==> src/rtl/game_state_sequencer_if.sv <==
// Frame-level game control bus: collision/alien events in, game controls and HUD values out.
interface game_state_sequencer_if #(
  parameter int unsigned SCORE_W = 16,
  parameter int unsigned LEVEL_W = 4
);
  logic               startOfFrame;
  logic               startGame;
  logic               playerHit;
  logic               aliensReachedBorder;
  logic               alienKilled;
  logic               allAliensDead;
  logic [2:0]         gameState;
  logic               gameRunning;
  logic               freezeGame;
  logic               gameOver;
  logic               playerBlink;
  logic               levelStartPulse;
  logic [1:0]         lives;
  logic [LEVEL_W-1:0] level;
  logic [SCORE_W-1:0] score;

  modport master (
    output startOfFrame, startGame, playerHit, aliensReachedBorder, alienKilled, allAliensDead,
    input  gameState, gameRunning, freezeGame, gameOver, playerBlink, levelStartPulse,
           lives, level, score
  );

  modport slave (
    input  startOfFrame, startGame, playerHit, aliensReachedBorder, alienKilled, allAliensDead,
    output gameState, gameRunning, freezeGame, gameOver, playerBlink, levelStartPulse,
           lives, level, score
  );
endinterface

==> src/rtl/game_state_sequencer.sv <==
// Once-per-frame game sequencer: lives, level, score and run/freeze/game-over controls.
module game_state_sequencer #(
  parameter int unsigned START_LIVES   = 3,
  parameter int unsigned INVULN_FRAMES = 60,
  parameter int unsigned CLEAR_FRAMES  = 90,
  parameter int unsigned POINTS        = 10,
  parameter int unsigned SCORE_W       = 16,
  parameter int unsigned LEVEL_W       = 4
) (
  input  logic                  clk,
  input  logic                  resetN,
  game_state_sequencer_if.slave bus
);

  localparam int unsigned CNT_W = 16;

  typedef enum logic [2:0] {
    ST_IDLE        = 3'd0,
    ST_PLAY        = 3'd1,
    ST_HIT         = 3'd2,
    ST_LEVEL_CLEAR = 3'd3,
    ST_GAME_OVER   = 3'd4
  } state_e;

  state_e               state_q, state_d;
  logic [1:0]           lives_q, lives_d;
  logic [LEVEL_W-1:0]   level_q, level_d;
  logic [SCORE_W-1:0]   score_q, score_d;
  logic [CNT_W-1:0]     frame_cnt_q, frame_cnt_d;
  logic                 hit_l_q, hit_l_d;
  logic                 border_l_q, border_l_d;
  logic                 clear_l_q, clear_l_d;
  logic                 level_start_q, level_start_d;
  logic                 running_q, running_d;
  logic                 freeze_q, freeze_d;
  logic                 over_q, over_d;
  logic                 blink_q, blink_d;

  logic                 hit_now, border_now, clear_now;
  logic [SCORE_W:0]     score_sum;
  logic [SCORE_W-1:0]   score_sat;

  // Saturating score increment
  always_comb begin
    score_sum = {1'b0, score_q} + (SCORE_W+1)'(POINTS);
    score_sat = score_sum[SCORE_W] ? '1 : score_sum[SCORE_W-1:0];
  end

  always_comb begin
    state_d       = state_q;
    lives_d       = lives_q;
    level_d       = level_q;
    score_d       = score_q;
    frame_cnt_d   = frame_cnt_q;
    hit_l_d       = hit_l_q;
    border_l_d    = border_l_q;
    clear_l_d     = clear_l_q;
    level_start_d = 1'b0;
    hit_now       = hit_l_q | bus.playerHit;
    border_now    = border_l_q | bus.aliensReachedBorder;
    clear_now     = clear_l_q | bus.allAliensDead;

    case (state_q)
      ST_IDLE, ST_GAME_OVER: begin
        if (bus.startGame) begin
          state_d       = ST_PLAY;
          score_d       = '0;
          lives_d       = 2'(START_LIVES);
          level_d       = '0;
          hit_l_d       = 1'b0;
          border_l_d    = 1'b0;
          clear_l_d     = 1'b0;
          level_start_d = 1'b1;
        end else if (bus.startOfFrame) begin
          hit_l_d    = 1'b0;
          border_l_d = 1'b0;
          clear_l_d  = 1'b0;
        end
      end
      ST_PLAY: begin
        hit_l_d    = hit_now;
        border_l_d = border_now;
        clear_l_d  = clear_now;
        if (bus.alienKilled) score_d = score_sat;
        if (bus.startOfFrame) begin
          hit_l_d    = 1'b0;
          border_l_d = 1'b0;
          clear_l_d  = 1'b0;
          // Border beats hit beats clear; at most one life per frame
          if (border_now) begin
            lives_d = 2'd0;
            state_d = ST_GAME_OVER;
          end else if (hit_now) begin
            if (lives_q == 2'd1) begin
              lives_d = 2'd0;
              state_d = ST_GAME_OVER;
            end else begin
              lives_d     = lives_q - 2'd1;
              frame_cnt_d = CNT_W'(INVULN_FRAMES - 1);
              state_d     = ST_HIT;
            end
          end else if (clear_now) begin
            frame_cnt_d = CNT_W'(CLEAR_FRAMES - 1);
            state_d     = ST_LEVEL_CLEAR;
          end
        end
      end
      ST_HIT, ST_LEVEL_CLEAR: begin
        if (bus.startOfFrame) begin
          hit_l_d    = 1'b0;
          border_l_d = 1'b0;
          clear_l_d  = 1'b0;
          if (frame_cnt_q == '0) begin
            state_d = ST_PLAY;
            if (state_q == ST_LEVEL_CLEAR) begin
              level_d       = (level_q == '1) ? level_q : level_q + LEVEL_W'(1);
              level_start_d = 1'b1;
            end
          end else begin
            frame_cnt_d = frame_cnt_q - CNT_W'(1);
          end
        end
      end
      default: state_d = ST_IDLE;
    endcase

    running_d = (state_d == ST_PLAY);
    freeze_d  = (state_d == ST_HIT) || (state_d == ST_LEVEL_CLEAR);
    over_d    = (state_d == ST_GAME_OVER);
    blink_d   = (state_d == ST_HIT) && frame_cnt_d[2];
  end

  always_ff @(posedge clk or negedge resetN) begin
    if (!resetN) begin
      state_q       <= ST_IDLE;
      lives_q       <= 2'(START_LIVES);
      level_q       <= '0;
      score_q       <= '0;
      frame_cnt_q   <= '0;
      hit_l_q       <= 1'b0;
      border_l_q    <= 1'b0;
      clear_l_q     <= 1'b0;
      level_start_q <= 1'b0;
      running_q     <= 1'b0;
      freeze_q      <= 1'b0;
      over_q        <= 1'b0;
      blink_q       <= 1'b0;
    end else begin
      state_q       <= state_d;
      lives_q       <= lives_d;
      level_q       <= level_d;
      score_q       <= score_d;
      frame_cnt_q   <= frame_cnt_d;
      hit_l_q       <= hit_l_d;
      border_l_q    <= border_l_d;
      clear_l_q     <= clear_l_d;
      level_start_q <= level_start_d;
      running_q     <= running_d;
      freeze_q      <= freeze_d;
      over_q        <= over_d;
      blink_q       <= blink_d;
    end
  end

  assign bus.gameState       = state_q;
  assign bus.gameRunning     = running_q;
  assign bus.freezeGame      = freeze_q;
  assign bus.gameOver        = over_q;
  assign bus.playerBlink     = blink_q;
  assign bus.levelStartPulse = level_start_q;
  assign bus.lives           = lives_q;
  assign bus.level           = level_q;
  assign bus.score           = score_q;

endmodule

==> src/flat_wrapper.sv <==
// flat-port wrapper written by rule: the top's interface ports become plain ports
module game_state_sequencer_flat 
#(
  parameter int unsigned START_LIVES   = 3,
  parameter int unsigned INVULN_FRAMES = 60,
  parameter int unsigned CLEAR_FRAMES  = 90,
  parameter int unsigned POINTS        = 10,
  parameter int unsigned SCORE_W       = 16,
  parameter int unsigned LEVEL_W       = 4
)
  (clk, resetN, bus_startOfFrame, bus_startGame, bus_playerHit, bus_aliensReachedBorder, bus_alienKilled, bus_allAliensDead, bus_gameState, bus_gameRunning, bus_freezeGame, bus_gameOver, bus_playerBlink, bus_levelStartPulse, bus_lives, bus_level, bus_score);
  game_state_sequencer_if #(.SCORE_W(SCORE_W), .LEVEL_W(LEVEL_W)) bus_i ();
  input  logic clk;
  input  logic resetN;
  input wire logic [$bits(bus_i.startOfFrame)-1:0] bus_startOfFrame;
  input wire logic [$bits(bus_i.startGame)-1:0] bus_startGame;
  input wire logic [$bits(bus_i.playerHit)-1:0] bus_playerHit;
  input wire logic [$bits(bus_i.aliensReachedBorder)-1:0] bus_aliensReachedBorder;
  input wire logic [$bits(bus_i.alienKilled)-1:0] bus_alienKilled;
  input wire logic [$bits(bus_i.allAliensDead)-1:0] bus_allAliensDead;
  output wire logic [$bits(bus_i.gameState)-1:0] bus_gameState;
  output wire logic [$bits(bus_i.gameRunning)-1:0] bus_gameRunning;
  output wire logic [$bits(bus_i.freezeGame)-1:0] bus_freezeGame;
  output wire logic [$bits(bus_i.gameOver)-1:0] bus_gameOver;
  output wire logic [$bits(bus_i.playerBlink)-1:0] bus_playerBlink;
  output wire logic [$bits(bus_i.levelStartPulse)-1:0] bus_levelStartPulse;
  output wire logic [$bits(bus_i.lives)-1:0] bus_lives;
  output wire logic [$bits(bus_i.level)-1:0] bus_level;
  output wire logic [$bits(bus_i.score)-1:0] bus_score;
  assign bus_i.startOfFrame = bus_startOfFrame;
  assign bus_i.startGame = bus_startGame;
  assign bus_i.playerHit = bus_playerHit;
  assign bus_i.aliensReachedBorder = bus_aliensReachedBorder;
  assign bus_i.alienKilled = bus_alienKilled;
  assign bus_i.allAliensDead = bus_allAliensDead;
  assign bus_gameState = bus_i.gameState;
  assign bus_gameRunning = bus_i.gameRunning;
  assign bus_freezeGame = bus_i.freezeGame;
  assign bus_gameOver = bus_i.gameOver;
  assign bus_playerBlink = bus_i.playerBlink;
  assign bus_levelStartPulse = bus_i.levelStartPulse;
  assign bus_lives = bus_i.lives;
  assign bus_level = bus_i.level;
  assign bus_score = bus_i.score;
  game_state_sequencer #(.START_LIVES(START_LIVES), .INVULN_FRAMES(INVULN_FRAMES), .CLEAR_FRAMES(CLEAR_FRAMES), .POINTS(POINTS), .SCORE_W(SCORE_W), .LEVEL_W(LEVEL_W)) u_core (.clk(clk), .resetN(resetN), .bus(bus_i));
endmodule
==> config.mk <==
export PLATFORM = sky130hd
export DESIGN_NAME = game_state_sequencer_flat
export DESIGN_NICKNAME = d
export VERILOG_FILES = /design/src/rtl/game_state_sequencer_if.sv /design/src/rtl/game_state_sequencer.sv /design/src/flat_wrapper.sv
export SDC_FILE = /design/constraint.sdc
export NUM_CORES = 1
export LEC_CHECK = 0
export ABC_AREA = 0
export BUFFER_PORTS_ARGS = -buffer_cell sky130_fd_sc_hd__buf_2
export CORE_MARGIN = 10
export CORE_UTILIZATION = 35
export CTS_CLUSTER_SIZE = 16
export DETAILED_ROUTE_END_ITERATION = 16
export GPL_TIMING_DRIVEN = 0
export SETUP_SLACK_MARGIN = 0.4
export SLEW_MARGIN = 20
export SYNTH_ARGS = -nofsm -noshare
export SYNTH_HDL_FRONTEND = slang
export SYNTH_SLANG_ARGS = --single-unit
export TNS_END_PERCENT = 50
==> constraint.sdc <==
create_clock -name clk -period 2.95 [get_ports clk]
set_input_delay 0.1475 -clock clk [delete_from_list [all_inputs] [get_ports clk]]
set_output_delay 0.1475 -clock clk [all_outputs]
set_load 0.01 [all_outputs]
Word level (Yosys, flattened, before mapping)
Cells that the tools add are included.
{ "totals": {"ff_bits": 49, "in_bits": 8, "wordCells": 107} }
{ "classes": {"add_sub_neg": 4, "n_eq_ne": 22, "mux": 50, "bitwise_logic": 3, "reduce_logical": 14} }
{ "op_table": {"columns": ["op", "n"], "rows": [
  ["2-to-1 mux 16 bit", 10],
  ["case mux 16 bit (2 select lines)", 2],
  ["2-to-1 mux 3 bit", 8],
  ["2-to-1 mux 4 bit", 5],
  ["adder 16 x 4 -> 17 bit, second input constant", 1],
  ["zero test 16 bit", 1],
  ["subtractor 16 x 1 -> 16 bit, second input constant", 1],
  ["!= test 2 bit, second input constant", 7],
  ["2-to-1 mux 1 bit", 13],
  ["== test 3 x 2 -> 1 bit, second input constant", 4],
  ["2-to-1 mux 2 bit", 5],
  ["case mux 1 bit (3 select lines)", 3],
  ["case mux 3 bit (3 select lines)", 1],
  ["case mux 4 bit (2 select lines)", 1],
  ["AND reduction 7 bit", 1],
  ["== test 3 x 1 -> 1 bit, second input constant", 2],
  ["== test 3 bit, second input constant", 2],
  ["!= test 3 x 1 -> 1 bit, second input constant", 2],
  ["AND reduction 6 bit", 1],
  ["nonzero test 2 bit", 3],
  ["adder 4 x 1 -> 4 bit, second input constant", 1],
  ["== test 4 bit, second input constant", 1],
  ["!= test 2 x 1 -> 1 bit, second input constant", 2],
  ["case mux 2 bit (2 select lines)", 1],
  ["12 further kinds", 15]
]} }

Logic depth before layout (Yosys ltp)
Gate-level depths: netlist (run 1).
{ "logic_depth": {"depth_word": 8, "ltp_mapped": 8} }

Least setup slack after synthesis (run 1)
Ideal clock, no wire load.
{ "synth_path": {"kind": "flip-flop to flip-flop", "from": "reg u_core.frame_cnt_q[6]", "to": "reg u_core.level_q[0] (netlist: u_core.bus.level[0])", "setup_time_ps": 79, "arrival_ps": 2148, "t_required_ps": 2871, "path_slack_ps": 723, "stages_incl_launch_ff": 6, "path_buffers": 1, "period_less_slack_ps": 2227, "path_cell_list": "dfrtp_1 > or4_4 > or4_4 > buf_6 > a311oi_4 > mux2i_1"} }
{ "synth_between": {"elab_chain_len": 3} }
{ "synth_rtl": {"columns": ["element", "line", "text"], "rows": [
  ["start: declaration", "game_state_sequencer.sv:29", "logic [CNT_W-1:0] frame_cnt_q, frame_cnt_d;"],
  ["start signal: assignment", "game_state_sequencer.sv:153", "frame_cnt_q <= frame_cnt_d;"],
  ["zero test 16 bit", "game_state_sequencer.sv:113", "if (frame_cnt_q == '0) begin"],
  ["!= test 2 x 1 -> 1 bit (no source line)", null, null],
  ["AND reduction 6 bit (no source line)", null, null],
  ["end signal: assignment", "game_state_sequencer.sv:151", "level_q <= level_d;"],
  ["end: declaration", "game_state_sequencer.sv:27", "logic [LEVEL_W-1:0] level_q, level_d;"]
]} }
Every way passes these cells.
A chain may end at the register's enable or synchronous reset.

Worst setup path in the final report (run 1)
{ "layout_path": {"from": "reg u_core.lives_q[1] (netlist: u_core.bus.lives[1])", "to": "reg u_core.frame_cnt_q[5]"} }
{ "layout_between": {"elab_chain_len": 3} }
{ "layout_rtl": {"columns": ["element", "line", "text"], "rows": [
  ["start: declaration", "game_state_sequencer.sv:26", "logic [1:0] lives_q, lives_d;"],
  ["start signal: assignment", "game_state_sequencer.sv:136", "lives_q <= 2'(START_LIVES);"],
  ["start signal: assignment", "game_state_sequencer.sv:150", "lives_q <= lives_d;"],
  ["== test 2 x 1 -> 1 bit", "game_state_sequencer.sv:94", "if (lives_q == 2'd1) begin"],
  ["!= test 3 bit (no source line)", null, null],
  ["AND reduction 7 bit (no source line)", null, null]
]} }
Every way passes these cells.

==> out/metrics.cfg, run 1 <==
[layout]
utilization = 0.418
antenna_cells = 0
drive_gt1_frac = 0.174
nFillCells = 759
syn_to_final_growth_pct = 15.9
fin_nets = 333

[global_routing]
grt_max_degree = 50
grt_pass1_wl_mm = 10.8
first_global_vias = 2181
gr-total-overflow = 0
antenna_found_initial = 0
grtUsageTotal = 0.114

[detailed_routing]
drcViolationCount = 0
wl_per_cell_microns = 14.7
totalWireLength_mm = 6.16
drtIter0Drc = 97
dr.pass1.iters = 4
vias_per_cell = 5.28
vias = 2217
ant_nets = 0

[floorplanning]
die_width_microns = 106
dieArea_sq_mm = 0.0113
core_sq_mm = 0.00725
die_height_microns = 106
start_util = 0.360
rows = 31
ios = 38

[pwr]
vdd_drop_max_uv = 354
p_leak_uw = 0.00138
p_comb_frac = 0.380
pwr-share-seq = 0.449
report.power.total_uw = 2410
p_int_uw = 1450
power_frac_clock = 0.171
power_density_mw_per_mm2 = 797
swShare = 0.399
p_sw_uw = 963

[outcome]
outcome = finished clean

[clocking]
cts_root_buf = clkbuf_8
tritoncts = built
cts_buffer_depth = 2
path_clk_slew_ns = 0.08
cts_sinks = 49
clk_latency_ns = 0.31
htree_levels = 2
cts_made_buffers = 5

[yosys]
netlist_area_sq_mm = 0.00261
synth_common_cells = dfrtp_1 (47), nor2_1 (28), a21oi_1 (21)
yosysTopAreaCell = dfrtp_1
ys.flop_type = dfrtp_1
yosysWarnings = 0
yosysTopAreaCellShare = 0.450
syn_inst = 276
synthesis.nets = 289
syn_avg_cell_area_sq_um = 9.47
synth_edf_count = 0
synth.top_cells.by_area = dfrtp_1 (45%), a21oi_1 (4.0%), nor2_1 (4.0%)
async_flop_share = 1.00
synth.distinct_cells = 46
synth-seq-cells = 49
yosysMostFrequentCell = dfrtp_1
ys_seq_area_frac = 0.470

[setup_path]
required_ns = 3.14
path_max_fanout = 7
worstPathArrival_ns = 2.57
worstSetupEndpointType = flop
cp-start-kind = flop
crit_type = reg2reg

[placed_design]
portBuffers = 36
place_congestion = 0.814
hpwl_mm = 4.51

[run]
max-cap-violations = 0

[worst_hold_path]
hold_path_class = in2reg

[timing]
slew_headroom = 0.378
slew_viol_final = 0
max_freq_ghz = 0.419
rsz0062_at_grt = false
timing.hold.ws_ns = 0.116
fin_tns_setup_ns = 0
min_period_over_period = 0.808
finalHoldViolCount = 0
setup_viol = 0
worst_slew_pin_slew_ns = 0.921
skew_ns = 0.0109
post-route-min-period_ns = 2.38

## logic make-up (layout without fill, tap and decap cells)
| family | after synthesis | after routing | synth area share |
|---|---|---|---|
| compound gates | 64 | 64 | 0.154 |
| flops | 49 | 49 | 0.470 |
| simple gates | 128 | 128 | 0.279 |
| xor+xnor | 8 | 8 | 0.0268 |
| mux | 5 | 5 | 0.0191 |
| fa+ha+maj | 5 | 5 | 0.0239 |
| buf+inv | 17 | 62 | 0.0273 |
## worst paths after layout
path,slack [ns],startpoint,endpoint,cells past startpoint
setup / recovery,0.57,u_core.bus.lives[1]$_DFFE_PN1P_,u_core.frame_cnt_q[5]$_DFFE_PN0P_,8
hold / removal,0.12,bus_allAliensDead,u_core.clear_l_q$_DFFE_PN0P_,3
setup reg to reg,0.57,u_core.bus.lives[1]$_DFFE_PN1P_,u_core.frame_cnt_q[5]$_DFFE_PN0P_,8
hold reg to reg,0.51,u_core.bus.score[9]$_DFFE_PN0P_,u_core.bus.score[9]$_DFFE_PN0P_,1
max in group asynchronous,2.11,resetN,u_core.bus.gameRunning$_DFF_PN0_,2
min in group asynchronous,0.40,resetN,u_core.bus.score[9]$_DFFE_PN0P_,2
## cell type report
type | instances | area [sq um] | area share
Timing Repair Buffer | 37 | 193 | 0.0636
Inverter | 8 | 30.0 | 0.00991
Multi-Input combinational cell | 210 | 1320 | 0.437
Buffer | 9 | 41.3 | 0.0136
Tap cell | 99 | 124 | 0.0409
Sequential cell | 49 | 1230 | 0.406
Clock buffer | 8 | 90.1 | 0.0297
## per-stage QoR
| stage | setup WS, ns | std cells | cell area, sq um |
|---|---|---|---|
| finish | 0.565 | 420 | 3030 |
| CTS | 0.507 | 420 | 3020 |
| global placement | 0.558 | 411 | 2920 |
| detailed placement | 0.536 | 411 | 2920 |
| global route | 0.435 | 420 | 3030 |
| floorplan | 0.723 | 276 | 2610 |
## what timing repair did
item	in CTS	in global routing
hold buffers	1	0
setup buffers	0	0
gates resized for setup	0	1
hold endpoints to repair	47	0
endpoints found under the setup margin	0	2
## power by group through the flow
stage	Combinational, uW	Clock, uW	Sequential [uW]
after global routing	1040	461	1120
final	917	413	1080
after global placement	914	0	1090
after detailed placement	921	0	1100
after floorplan	630	0	1090
after CTS	925	428	1080
## critical path, cell delays in order, from the launching register on
cell and delay (ns):
dfstp_2 0.55, inv_1 0.04, ha_1 0.19, o21a_1 0.16
or4_1 0.52, clkbuf_1 0.20, o21ai_0 0.19, o21ai_1 0.13
a211o_1 0.30
## per-layer routing
layer	vias to the layer above	routed length, microns	GRT usage
met5	-	0	0
met4	0	57	0.0319
met3	6	334	0.0338
met2	43	2860	0.181
met1	1059	2920	0.147
li1	1109	-	-
## sequential cells by signal, summed over array words and instances, names as in the netlist, 2 cells and up
register,cells
u_core.frame_cnt_q,16
u_core.bus.gameState,3
u_core.bus.score,16
u_core.bus.level,4
u_core.bus.lives,2
## placed cells by master, fill, tap and decap left out, types with 5 or more instances in the layout
cell	n
nor3_1	11
o21ai_0	16
and3_1	5
nor4_1	7
nand2_1	18
dfrtp_1	47
buf_2	35
clkbuf_1	10
or4_1	7
nor2_1	28
nand3_1	10
clkbuf_8	6
ha_1	5
inv_1	8
xnor2_1	5
mux2i_1	5
a31oi_1	9
a21oi_1	21
Note: power is estimated with default switching activity, not from simulation.
==> inputs of run 2 (changes only) <==
- ABC_AREA: 0 -> 1
- clock period: 2.95 -> 2.5 ns (I/O delays scaled with it)
==> out/metrics.cfg, run 2 <==
[outcome]
outcome = finished clean

[timing]
finalHoldViolCount = 0
max_freq_ghz = 0.589
setup_viol = 0
worst_slew_pin_slew_ns = 0.618
slew_headroom = 0.588
fin_tns_setup_ns = 0
slew_viol_final = 0
timing.hold.ws_ns = 0.147
min_period_over_period = 0.680
post-route-min-period_ns = 1.70
skew_ns = 0.0129
rsz0062_at_grt = false

[pwr]
p_leak_uw = 0.00181
power_density_mw_per_mm2 = 972
vdd_drop_max_uv = 408

[layout]
syn_to_final_growth_pct = 14.3
final_common_cell = nand2_1
finalNonFillerCells = 584
regArea_sq_mm = 0.00123
fin_nets = 488
antenna_cells = 0
final_cell_mix = nand2_1 (126), dfrtp_1 (47), nor2_1 (46)
utilization = 0.410
nFillCells = 939
drive_gt1_frac = 0.202
multiInputGateArea_sq_mm = 0.00166

[worst_hold_path]
hold_path_class = in2reg

[floorplanning]
ios = 38
dieArea_sq_mm = 0.0131
start_util = 0.359
die_height_microns = 114
core_sq_mm = 0.00868
die_width_microns = 114
rows = 34

[detailed_routing]
vias = 2895
dr.pass1.iters = 4
wl_per_cell_microns = 13.1
vias_per_cell = 4.96
drcViolationCount = 0
drtIter0Drc = 135
totalWireLength_mm = 7.68
ant_nets = 0

[clocking]
path_clk_slew_ns = 0.09
cts_root_buf = clkbuf_8
htree_levels = 2
tritoncts = built
cts_sinks = 49
cts_made_buffers = 5
cts_buffer_depth = 2
clk_latency_ns = 0.30

[setup_path]
crit_chain = inv_1, ha_1, inv_1, o21ai_1, o21ai_2, nand3_4, buf_6, nand2_1, o21ai_2
crit_buf_inv = 3
cp-start-kind = flop
critPathSlowestCell = dfstp_2
critical-path-top-delay-family = flip-flops
required_ns = 2.68
slowest_delay_ns = 0.55
worstPathArrival_ns = 1.88
worstSetupEndpointType = flop
path_max_fanout = 10
crit_type = reg2reg

[run]
max-cap-violations = 0

[yosys]
syn_inst = 430
async_flop_share = 1.00
yosysTopAreaCellShare = 0.377
netlist_area_sq_mm = 0.00312
yosysTopAreaCell = dfrtp_1
synth.distinct_cells = 40
yosysMostFrequentCell = nand2_1
synthesis.nets = 443
synth-seq-cells = 49
yosysWarnings = 0
synth.top_cells.by_area = dfrtp_1 (38%), nand2_1 (15%), nand3_1 (6.7%)
syn_avg_cell_area_sq_um = 7.25
ys.flop_type = dfrtp_1
synth_common_cells = nand2_1 (126), dfrtp_1 (47), nor2_1 (46)
ys_seq_area_frac = 0.394
synth_edf_count = 0

[global_routing]
antenna_found_initial = 0
grt_pass1_wl_mm = 13.4
gr-total-overflow = 0
grt_max_degree = 50
first_global_vias = 2834
grtUsageTotal = 0.122

[placed_design]
place_congestion = 0.853
portBuffers = 37
dp.cells = 575
hpwl_mm = 5.80

run 2: changes by cell type after synthesis, moves of 8 or more:
| cell | delta |
|---|---|
| nand2_1 | +108 |
| a31oi_1 | -8 |
| nor2_1 | +18 |
| a21oi_1 | -10 |
| nor2_2 | +15 |
| nand4_1 | +9 |
| nand3_1 | +32 |
| inv_1 | +35 |
run 2: report_power, final:
| part | internal (uW) | total, uW | leakage [uW] | switching [uW] |
|---|---|---|---|---|
| registers | 994 | 1200 | 0.000651 | 209 |
| logic | 578 | 1690 | 0.00110 | 1110 |
| clock network | 301 | 568 | 0.0000554 | 267 |
run 2: final timing paths:
check	startpoint	endpoint	slack, ns	cells past startpoint
max in group asynchronous	resetN	u_core.bus.score[11]$_DFFE_PN0P_	1.70	2
min reg2reg	u_core.bus.lives[0]$_DFFE_PN1P_	u_core.bus.lives[0]$_DFFE_PN1P_	0.50	2
min	bus_startGame	u_core.bus.gameState[2]$_DFF_PN0_	0.15	4
max reg2reg	u_core.bus.lives[1]$_DFFE_PN1P_	u_core.frame_cnt_q[7]$_DFFE_PN0P_	0.80	9
min in group asynchronous	resetN	u_core.frame_cnt_q[9]$_DFFE_PN0P_	0.38	2
max	u_core.bus.lives[1]$_DFFE_PN1P_	u_core.frame_cnt_q[7]$_DFFE_PN0P_	0.80	9
run 2: area by class of cell:
cell class / count / area share
Tap cell: 108 / 0.0379
Inverter: 50 / 0.0527
Sequential cell: 49 / 0.345
Clock buffer: 6 / 0.0204
Multi-Input combinational cell: 325 / 0.467
Buffer: 6 / 0.0102
Clock inverter: 2 / 0.0109
Timing Repair Buffer: 38 / 0.0555
run 2: kinds of logic (layout without fill, tap and decap cells):
family | count (synthesis) | in the layout | share of synthesized area
DFF | 49 | 49 | 0.394
xor gates and xnor gates | 9 | 9 | 0.0253
buffers and inverters | 56 | 102 | 0.0719
AOI/OAI and AO/OA | 43 | 43 | 0.0839
adders and majority gates | 5 | 5 | 0.0201
and+or+nand+nor | 268 | 268 | 0.405
run 2: what timing repair did:
action                                 4_1_cts  5_1_grt
setup buffers                                0        0
endpoints found under the hold margin       47        0
resized for setup                            0        0
hold buffers                                 1        0
run 2: metal layers:
layer	track usage	share of wire
met2	0.194	0.46
met5	0	0
met1	0.162	0.48
met4	0.0326	0.013
met3	0.0304	0.051
run 2: metrics by stage:
step | power, uW | worst slack [ns] | instance area [sq um]
after global placement | 2890 | 0.827 | 3440
final | 3460 | 0.801 | 3560
after detailed placement | 2910 | 0.815 | 3440
after global routing | 3790 | 0.573 | 3560
after CTS | 3500 | 0.789 | 3560
after floorplan | 2470 | 0.923 | 3120
run 2: worst min-delay path: stages:
cell	delay (ns)
buf_2	0.10
inv_1	0.05
nand3_1	0.09
nand2_1	0.06
==> inputs of run 3 (changes only) <==
- clock period: 2.5 -> 1.42 ns (I/O delays scaled with it)
==> out/metrics.cfg, run 3 (same netlist as run 2, synthesis figures left out) <==
[floorplanning]
rows = 34
die_height_microns = 114
start_util = 0.359
die_width_microns = 114
core_sq_mm = 0.00868
dieArea_sq_mm = 0.0131
ios = 38

[global_routing]
grt_pass1_wl_mm = 14.8
gr-total-overflow = 0
first_global_vias = 3132
grt_max_degree = 50
grtUsageTotal = 0.135
antenna_found_initial = 0

[setup_path]
cp-start-kind = flop
worstSetupEndpointType = flop
slowest_delay_ns = 0.54
crit_type = reg2reg
required_ns = 1.62
critPathSlowestCell = dfstp_2
crit_path_frequent_cell = o21ai_4
path_max_fanout = 5
worstPathArrival_ns = 1.76
crit_chain = inv_2, ha_4, inv_4, o21ai_4, o21ai_4, nand3_4, clkbuf_16, nand2_4, nand3_2

[worst_hold_path]
hold_path_class = in2reg

[layout]
fin_nets = 543
nFillCells = 813
final_common_cell = nand2_1
drive_gt1_frac = 0.443
finalNonFillerCells = 639
final_area_sq_mm = 0.00460
regArea_sq_mm = 0.00125
syn_to_final_growth_pct = 47.5
final_cell_mix = nand2_1 (99), inv_1 (37), nor2_1 (36)
antenna_cells = 0
multiInputGateArea_sq_mm = 0.00209

[detailed_routing]
ant_nets = 0
vias_per_cell = 5.04
totalWireLength_mm = 9.01
drtIter0Drc = 142
vias = 3220
dr.pass1.iters = 4
drcViolationCount = 0
wl_per_cell_microns = 14.1

[run]
max-cap-violations = 0

[placed_design]
portBuffers = 37
place_congestion = 0.818
hpwl_mm = 5.86
dp.cells = 575
placed_area_sq_mm = 0.00349

[timing]
worst_slew_pin_slew_ns = 0.638
slew_headroom = 0.575
setup_slack_ns = -0.143
timing.hold.ws_ns = 0.107
post-route-min-period_ns = 1.56
min_period_over_period = 1.10
setup_viol = 24
skew_ns = 0.0151
max_freq_ghz = 0.640
fin_tns_setup_ns = -2.18
finalHoldViolCount = 0
rsz0062_at_grt = true
slew_viol_final = 0

[pwr]
p_leak_uw = 0.00224
vdd_drop_max_uv = 894
power_density_mw_per_mm2 = 1670

[clocking]
cts_buffer_depth = 2
clk_latency_ns = 0.31
path_clk_slew_ns = 0.09
tritoncts = built
cts_root_buf = clkbuf_8
cts_made_buffers = 5
cts_sinks = 49
htree_levels = 2

[outcome]
failed_checks = negative setup slack
outcome = finished with violations

-- run 3: cell types whose count changed in the layout (fill, tap and decap cells not counted), sizes merged --
cell / delta
clkinv: +1
bufinv: -1
clkbuf: +1
buf: +54
-- run 3: worst max-delay path, delay by kind of cell (launching register included) --
| family | cells | cell delay, ns |
|---|---|---|
| flops | 1 | 0.54 |
| compound gates | 2 | 0.22 |
| buf+inv | 3 | 0.29 |
| simple gates | 3 | 0.24 |
| fa+ha+maj | 1 | 0.15 |
-- run 3: worst paths after layout --
path,startpoint,endpoint,slack [ns],cells past startpoint
max,u_core.bus.lives[1]$_DFFE_PN1P_,u_core.frame_cnt_q[1]$_DFFE_PN0P_,-0.14,9
min,bus_playerHit,u_core.hit_l_q$_DFFE_PN0P_,0.11,3
max reg2reg,u_core.bus.lives[1]$_DFFE_PN1P_,u_core.frame_cnt_q[1]$_DFFE_PN0P_,-0.14,9
min reg2reg,u_core.clear_l_q$_DFFE_PN0P_,u_core.clear_l_q$_DFFE_PN0P_,0.51,2
max in group asynchronous,resetN,u_core.bus.score[12]$_DFFE_PN0P_,0.63,2
min in group asynchronous,resetN,u_core.frame_cnt_q[0]$_DFFE_PN0P_,0.32,2
-- run 3: layout make-up --
class | instances | area share
multi-input combinational | 325 | 0.454
sequential | 49 | 0.271
timing repair buffer | 93 | 0.173
inverter | 50 | 0.0435
tap | 108 | 0.0294
clock buffer | 6 | 0.0158
buffer | 6 | 0.0112
clock inverter | 2 | 0.00218
-- run 3: per-layer routing --
metal,part of all wire,wire length [microns],track usage
met4,0.014,123,0.0351
met2,0.50,4500,0.223
met5,0,0,0
met1,0.44,4000,0.174
met3,0.044,395,0.0299
-- run 3: power by group --
group          internal, uW  switching, uW
clock                   343            471
combinational          2040           2700
sequential             1770            374
total                  4150           3540
-- run 3: timing repair --
| item | 4_1_cts | 5_1_grt |
|---|---|---|
| pin swaps | 30 | 29 |
| endpoints found under the hold margin | 47 | 0 |
| resized for setup | 80 | 75 |
| endpoints found under the setup margin | 55 | 65 |
| gates cloned | 1 | 1 |
| hold buffers | 1 | 0 |
| buffers inserted | 43 | 10 |
-- run 3: stage by stage --
stage	total power [uW]	setup slack (ns)	util
6_report	7690	-0.143	0.530
5_1_grt	8280	-0.225	0.530
4_1_cts	7130	-0.133	0.484
3_5_place_dp	5280	-0.200	0.402
3_3_place_gp	5220	-0.202	0.402
2_1_floorplan	4470	-0.108	-
